--- config.mk ---
export PLATFORM = sky130hd
export DESIGN_NAME = store_buffer
export DESIGN_NICKNAME = d
export VERILOG_FILES = /design/src/rtl/store_buffer.sv
export SDC_FILE = /design/constraint.sdc
export NUM_CORES = 1
export LEC_CHECK = 0
export CORE_UTILIZATION = 63
export DETAILED_ROUTE_END_ITERATION = 7
export PLACE_DENSITY = 0.87
export SLEW_MARGIN = 20
export SYNTH_ARGS = -nofsm -noshare
export SYNTH_HDL_FRONTEND = slang
export SYNTH_SLANG_ARGS = --single-unit
--- constraint.sdc ---
create_clock -name iClk -period 13.4 [get_ports iClk]
set_clock_uncertainty 0.1 [all_clocks]
set_input_delay 2.01 -clock iClk [delete_from_list [all_inputs] [get_ports iClk]]
set_output_delay 2.01 -clock iClk [all_outputs]
set_load 0.01 [all_outputs]
--- src/rtl/store_buffer.sv ---
// store_buffer: queues stores so they retire in one cycle and drains them into the single memory port whenever no load uses it.
module store_buffer #(
    parameter int DEPTH = 4
) (
    input  logic        iClk,
    input  logic        iRstN,
    input  logic        iReqValid,
    input  logic        iReqWrite,
    input  logic        iReqRead,
    input  logic [31:0] iReqAddress,
    input  logic [31:0] iReqWriteData,
    input  logic [2:0]  iReqFunct3,
    output logic        oReqReady,
    output logic [31:0] oLoadData,
    output logic        oLoadValid,
    output logic        oEmpty,
    output logic [31:0] oMemAddress,
    output logic [31:0] oMemWriteData,
    output logic [2:0]  oMemFunct3,
    output logic        oMemWrite,
    output logic        oMemRead,
    input  logic [31:0] iMemReadData
);
    localparam int AW = $clog2(DEPTH);

    logic [31:0] entAddr [DEPTH];
    logic [31:0] entData [DEPTH];
    logic [2:0]  entFunct3 [DEPTH];
    logic [AW:0] head, tail, count;
    logic        full, isStore, isLoad, badStore, conflict, loadGrant, drain, push;
    logic [32:0] loadLo, loadHi, entLo, entHi;

    function automatic logic [32:0] accessSize(input logic [2:0] f);
        return f[1] ? 33'd4 : f[0] ? 33'd2 : 33'd1;
    endfunction

    assign full      = count == (AW+1)'(DEPTH);
    assign oEmpty    = count == '0;
    // Requests are masked during reset so every output reads zero.
    assign isStore   = iRstN & iReqValid & iReqWrite;
    assign isLoad    = iRstN & iReqValid & iReqRead & ~iReqWrite;
    assign badStore  = iReqFunct3[2] | (iReqFunct3[1] & iReqFunct3[0]);
    assign loadLo    = {1'b0, iReqAddress};
    assign loadHi    = loadLo + accessSize(iReqFunct3);

    always_comb begin
        conflict = 1'b0;
        entLo    = '0;
        entHi    = '0;
        for (int i = 0; i < DEPTH; i++) begin
            entLo = {1'b0, entAddr[i]};
            entHi = entLo + accessSize(entFunct3[i]);
            if (({1'b0, AW'(i) - head[AW-1:0]} < count) && loadLo < entHi && entLo < loadHi)
                conflict = 1'b1;
        end
    end

    assign loadGrant = isLoad & ~conflict & ~full;
    assign drain     = ~oEmpty & ~loadGrant;
    assign push      = isStore & ~full & ~badStore;

    assign oReqReady     = isStore ? (badStore | ~full) : loadGrant;
    assign oLoadValid    = loadGrant;
    assign oLoadData     = loadGrant ? iMemReadData : '0;
    assign oMemRead      = loadGrant;
    assign oMemWrite     = drain;
    assign oMemAddress   = loadGrant ? iReqAddress : drain ? entAddr[head[AW-1:0]] : '0;
    assign oMemWriteData = loadGrant ? iReqWriteData : drain ? entData[head[AW-1:0]] : '0;
    assign oMemFunct3    = loadGrant ? iReqFunct3 : drain ? entFunct3[head[AW-1:0]] : '0;

    always_ff @(posedge iClk or negedge iRstN) begin
        if (!iRstN) begin
            head  <= '0;
            tail  <= '0;
            count <= '0;
        end else begin
            if (push) tail <= tail + 1'b1;
            if (drain) head <= head + 1'b1;
            count <= count + (AW+1)'(push) - (AW+1)'(drain);
        end
    end

    always_ff @(posedge iClk) begin
        if (push) begin
            entAddr[tail[AW-1:0]]   <= iReqAddress;
            entData[tail[AW-1:0]]   <= iReqWriteData;
            entFunct3[tail[AW-1:0]] <= iReqFunct3;
        end
    end
endmodule

Word-level counts from Yosys, hierarchy flattened
Memory sizes are Yosys's and may differ from the RTL's.
Cells that the tools add are included.
{ "word_totals": {"input_bits": 104, "regBits": 9, "mem_count": 3, "out_inout_bits": 104, "ram_bits": 268, "word_cells": 83} }
{ "classes": {"reduce_logical": 9, "n_mux": 24, "n_addsub": 13, "bitwise": 18, "n_eq_ne": 1, "n_lt_le_gt_ge": 12} }
{ "memory_table": {"columns": ["name", "words", "word_bits", "rd", "rd_clocked_by_memory_dff", "wr", "line_no", "text"], "rows": [
  ["entAddr", 4, 32, 5, 0, 1, "26", "logic [31:0] entAddr [DEPTH];"],
  ["entData", 4, 32, 1, 0, 1, "27", "logic [31:0] entData [DEPTH];"],
  ["entFunct3", 4, 3, 5, 0, 1, "28", "logic [2:0] entFunct3 [DEPTH];"]
]} }
{ "ops": {"columns": ["operator", "n"], "rows": [
  ["32-bit by 33-bit < comparator with 1-bit output", 8],
  ["32-bit by 3-bit adder with 33-bit output", 5],
  ["32-bit 2-to-1 mux", 5],
  ["3-bit 2-to-1 mux", 7],
  ["2-bit by 3-bit < comparator with 1-bit output", 4],
  ["1-bit AND", 10],
  ["2-bit 2-to-1 mux", 5],
  ["1-bit logical AND", 8],
  ["1-bit 2-to-1 mux", 7],
  ["3-bit by 1-bit adder with 3-bit output (second input constant)", 2],
  ["1-bit NOT", 6],
  ["1-bit by 2-bit subtractor with 2-bit output (first input constant)", 2],
  ["2-bit subtractor (first input constant)", 2],
  ["3-bit by 1-bit adder with 3-bit output", 1],
  ["3-bit == test (second input constant)", 1],
  ["3-bit zero test", 1],
  ["3-bit by 1-bit subtractor with 3-bit output", 1],
  ["1-bit bitwise OR", 2]
]} }

Logic depth before layout (Yosys ltp)
Gate-level depths: netlist (run 1).
An unclocked memory read counts as a cell.
{ "logic_depth": {"ltp_word": 18, "mapped_depth": 30, "ltp_nobuf": 28} }

Worst setup path before layout (run 1)
No wires, ideal clock.
{ "synth_timing": {"path_type": "input-to-output", "from": "input iReqFunct3[0]", "to": "output oMemAddress[0]", "setup_slack_ns": 5.069, "required_ns": 11.290, "cell_stages": 21, "arrival_time_ns": 6.221, "cell_sequence": "nor2_1 -> ha_1 -> inv_1 -> fa_1 -> nor2b_1 -> o21ai_0 -> nor4_1 -> nand3_1 -> xor2_1 -> ha_1 -> a21o_1 -> a21o_1 -> a21o_1 -> a211oi_1 -> nor3b_1 -> a2111oi_1 -> a21oi_1 -> and4_4 -> buf_6 -> buf_6 -> a22o_1"} }
{ "synth_between": {"elab_chain_len": 16, "word_cells_on_any_way": 22, "cone_classes": "1 x add/sub; 4 x order compare; 8 x mux; 5 x bitwise; 4 x reduce/logical"} }
{ "synth_rtl": {"columns": ["item", "line_no", "text"], "rows": [
  ["start: declaration", "12", "input logic [2:0] iReqFunct3,"],
  ["2-bit 2-to-1 mux *", "34", "return f[1] ? 33'd4 : f[0] ? 33'd2 : 33'd1;"],
  ["3-bit 2-to-1 mux *", "34", null],
  ["32-bit by 3-bit adder with 33-bit output *", "44", "assign loadHi = loadLo + accessSize(iReqFunct3);"],
  ["32-bit by 33-bit < comparator with 1-bit output", "53", "if (({1'b0, AW'(i) - head[AW-1:0]} < count) && loadLo < entHi && entLo < loadHi)"],
  ["1-bit logical AND", "53", null],
  ["1-bit 2-to-1 mux (3 in a row)", "53", null],
  ["1-bit 2-to-1 mux *", "53", null],
  ["1-bit NOT *", "58", "assign loadGrant = isLoad & ~conflict & ~full;"],
  ["1-bit AND * (2 in a row)", "58", null],
  ["1-bit NOT", "59", "assign drain = ~oEmpty & ~loadGrant;"],
  ["1-bit AND", "59", null],
  ["32-bit 2-to-1 mux", "67", "assign oMemAddress = loadGrant ? iReqAddress : drain ? entAddr[head[AW-1:0]] : '0;"],
  ["32-bit 2-to-1 mux *", "67", null],
  ["end: declaration", "17", "output logic [31:0] oMemAddress,"]
]} }
Mark *: on every way between the ends. The rest lies on a longest branch, timed or not.

Final worst setup path (run 1)
{ "layout_timing": {"from": "input iReqFunct3[1]", "to": "output oMemFunct3[1]"} }
{ "layout_between": {"elab_chain_len": 15, "word_cells_on_any_way": 21, "cone_classes": "1 x add/sub; 4 x order compare; 7 x mux; 5 x bitwise; 4 x reduce/logical"} }
{ "layout_rtl": {"columns": ["item", "line_no", "text"], "rows": [
  ["3-bit 2-to-1 mux", "34", null],
  ["32-bit by 3-bit adder with 33-bit output", "44", null],
  ["32-bit by 33-bit < comparator with 1-bit output", "53", null],
  ["1-bit logical AND", "53", null],
  ["1-bit 2-to-1 mux (4 in a row)", "53", null],
  ["1-bit NOT", "58", null],
  ["1-bit AND (2 in a row)", "58", null],
  ["1-bit NOT", "59", null],
  ["1-bit AND", "59", null],
  ["3-bit 2-to-1 mux", "69", "assign oMemFunct3 = loadGrant ? iReqFunct3 : drain ? entFunct3[head[AW-1:0]] : '0;"],
  ["3-bit 2-to-1 mux *", "69", null],
  ["end: declaration", "19", "output logic [2:0] oMemFunct3,"]
]} }
Marked as above.

==> flow_summary_export.csv, run 1 <==
group,metric,value,unit
worst_hold_path,holdCritPathClass,"reg -> reg",
yosys,synth_cells,1646,
floorplanning,initial_core_util,64.1,%
pwr,p_seq_share,35.7,%
pwr,power_frac_clock,26.6,%
worst_setup_path,timing.setup.critical_path_class,"in -> out",
worst_setup_path,timing.critical_path.required,11290,ps
sta,grt_setup_unrepaired,"false",
sta,max-slew-margin-rel,25.2,%
grt,first_global_vias,15336,
yosys,seq_area_frac_synth,41.9,%
cells_and_area,final_layout_size_suffix_gt1_share,7.40,%
floorplanning,io_pins,208,
route,drc,0,
sta,slew_viol_final,0,
worst_setup_path,worst_setup_path_start_kind,"primary input",
yosys,synthesis.nets,2029,
pwr,pwr_cell_area,131,nW/um^2
clocking,clock_transition_at_the_registers_of_the_reported_paths,60,ps
floorplanning,dieArea,31900,um^2
cells_and_area,final_core_util,75.2,%
run_status,run_status,"finished, final reports clean",
pwr,comb_power_share,37.7,%
grt,grtUsageTotal,36.3,%
cells_and_area,areaGrowthSynthToFinish,17.4,%
yosys,register_bit_total_from_synthesis,275,
route,routed_wirelength,57.4,mm
pwr,power.leakage,0.00877,uW
sta,finalCritPeriodShare,89.4,%
yosys,postSynthAreaPerCell,11.9,um^2
clocking,clk-insertion-delay-late,560,ps
grt,grt_start_max_net_pins,103,
clocking,clock_h_tree_levels,1,
placed_design,detailedPlacementHpwl,40.5,mm
worst_setup_path,cp_slowest_cell,"a31oi_4",
placed_design,place_inst,2222,
worst_setup_path,crit_path_frequent_cell,"nor2_1",
sta,tightestPinTransition,1120,ps
clocking,cts_tree,"yes",
worst_setup_path,cp_data_arrival_time,9860,ps
yosys,synth_top_flop_cell,"edfxtp_1",
clocking,clkSinkCount,275,
pwr,cell_internal_pwr,2080,uW
sta,setup-tns-final,0,ps
pwr,ir_drop,0.000146,V
placed_design,dpl-instance-area,22100,um^2
sta,fmax,0.0835,GHz
placed_design,place_congestion,1.04,
worst_setup_path,timing.critical_path.fanout_max,43,
placed_design,dp_worst_setup_slack,1550,ps
clocking,cts_max_path_buffers,3,
pwr,p_sw_share,31.5,%
route,routed_wire_length_per_instance,25.3,um
grt,grt_pass1_wl,86.6,mm
route,detail_route.iter0.violations,1581,
route,via_count,15501,
yosys,synth_enable_flop_cells,268,
yosys,postSynth.asyncResetShare,2.55,%
floorplanning,design.core.area,30700,um^2
clocking,ctsRootBufferMaster,"clkbuf_16",
cells_and_area,non_filler_instance_count_after_layout,2274,
worst_setup_path,ff2ff_setup_slack,5000,ps
placed_design,portBuffers,207,
yosys,netlist-cell-type-count,65,
flow_run,maxCapViolations,0,
sta,finalCriticalPeriod,11970,ps
floorplanning,die-width,179,um
pwr,net-switching-power,954,uW
cells_and_area,layout.filler_cells,2012,
route,detail_route.first_pass.iterations,7,
worst_setup_path,setup.worst_path.end_class,"output port",
clocking,number_of_cts_inserted_buffers,28,
floorplanning,core.rowCount,64,
clocking,postCtsSetupRepairBufs,0,
worst_setup_path,slowest_delay,870,ps
cells_and_area,num-nets-final,2240,
cells_and_area,stdcell_area,23100,um^2
sta,hold_violations,0,
grt,globalRouteOverflowTotal,0,
sta,report.final.setup_viol,0,
floorplanning,die_ht,179,um
route,postRouteAntennaNets,0,
route,route.detailed.vias_per_inst,6.82,
clocking,cts-resized-gates,0,
clocking,cts_hold_buffers,0,
yosys,count_of_synthesis_stage_warnings_from_yosys,0,
yosys,total_standard_cell_area_after_synthesis,19600,um^2
sta,finalWorstSetupSlack,1430,ps
grt,number_of_antenna_violations_at_the_first_check_in_global_routing,1,
cells_and_area,antenna_cells_inserted,0,
==> area by class of cell <==
class / instances / area, um^2 / area share (%)
multi-input combinational: 1299 / 11100 / 48.1
sequential: 275 / 8230 / 35.7
timing repair buffer: 219 / 2170 / 9.43
clock buffer: 37 / 776 / 3.36
tap: 396 / 495 / 2.15
clock inverter: 14 / 155 / 0.673
inverter: 34 / 128 / 0.553
==> metrics by stage <==
step           hold slack, ps  total power (uW)
6_report                  532              3030
5_1_grt                   558              3150
4_1_cts                   528              3030
3_5_place_dp              509              2220
3_3_place_gp              505              2190
2_1_floorplan             464              1720
==> power groups by stage <==
stage	Sequential (uW)	Combinational (uW)	Clock (uW)
floorplan	1010	709	0
global placement	1100	1090	0
detailed placement	1100	1120	0
CTS	1080	1140	809
global route	1090	1220	838
finish	1080	1140	806
==> state kept, by name (all words and copies together) (netlist names) <==
name,cells
head,2
entAddr,128
entFunct3,12
tail,2
entData,128
count,3
==> logic make-up (layout without fill, tap and decap cells) <==
family,after synthesis,after routing,synth area share (%)
buffers and inverters,72,304,1.79
AOI/OAI and AO/OA,324,324,11.3
adders and majority gates,279,279,18.0
DFF,275,275,41.9
xor gates and xnor gates,156,156,6.95
and+or+nand+nor,473,473,12.4
muxes,67,67,7.68
==> worst max-delay path, delay by kind of cell <==
family / cells / cell delay [ps]
simple gates: 7 / 1410
compound gates: 10 / 3270
xor+xnor: 1 / 360
fa+ha+maj: 3 / 910
buf+inv: 4 / 1840
==> cell usage in the layout, fill, tap and decap left out, types with 15 or more instances in the layout <==
cell,Yosys,layout
a21o_1,42,42
mux4_2,67,67
nand2_1,110,110
xnor2_1,67,67
and4_1,18,18
ha_1,273,273
xor2_1,89,89
nand4_1,49,49
and3_1,35,31
nor2b_1,15,15
clkdlybuf4s50_1,0,207
o21ai_0,45,45
and2_1,42,42
nor2_1,89,89
a211oi_1,15,15
a21oi_1,94,94
clkbuf_16,0,29
inv_1,34,34
a22o_1,68,68
nand3_1,72,72
edfxtp_1,268,268
==> per-layer routing <==
| metal | share of wire, % | wire [um] | vias up | GRT usage (%) |
|---|---|---|---|---|
| met5 | 0 | 0 | - | 0 |
| met4 | 3.3 | 1910 | 0 | 12.7 |
| met3 | 8.5 | 4910 | 149 | 4.86 |
| met2 | 48 | 27500 | 855 | 59.9 |
| met1 | 40 | 23100 | 7631 | 49.3 |
| li1 | - | - | 6866 | - |
==> path summary, 6_finish.rpt <==
kind	start	to	cells past startpoint
hold / removal	count[0]	count[0]	1
hold reg to reg	count[0]	count[0]	1
min in group asynchronous	iRstN	head[1]	1
setup / recovery	iReqFunct3[1]	oMemFunct3[1]	25
setup reg to reg	entFunct3[0][1]	count[2]	26
max in group asynchronous	iRstN	head[0]	1
==> Yosys cell counts (all sizes together), types with 3 or more instances <==
library cell  instances  share of area [%]
a21oi                94                2.4
and3                 35                1.1
xnor2                67                3.0
o211ai                9               0.34
a2111oi               6               0.27
a41o                  3               0.15
dfrtp                 7               0.89
nand2               110                2.1
ha                  273                 17
mux4                 67                7.7
and2                 42                1.3
edfxtp              268                 41
o2111ai               3               0.13
a21o                 42                1.6
and4                 19               0.86
xor2                 89                4.0
a221oi                3               0.13
clkbuf               20               0.38
nor3b                 3               0.11
nor2b                15               0.48
inv                  34               0.65
a31oi                 7               0.25
nor4                  7               0.22
o21ai                45                1.1
buf                  18               0.76
nand2b               12               0.38
a211oi               15               0.57
nand4                49                1.6
a22o                 68                3.0
nor3                 11               0.31
o21a                  3               0.11
or2                   3              0.096
fa                    6               0.61
nor2                 89                1.7
nand3                72                1.8
Power figures use the tool's default switching activity.
==> run 2: changes to the inputs <==
- CTS_CLUSTER_DIAMETER: not set -> 80
- SETUP_SLACK_MARGIN: not set -> 0.05
==> results of run 2 <==
Final layout, timing and power as in run 1 (identical DEF).
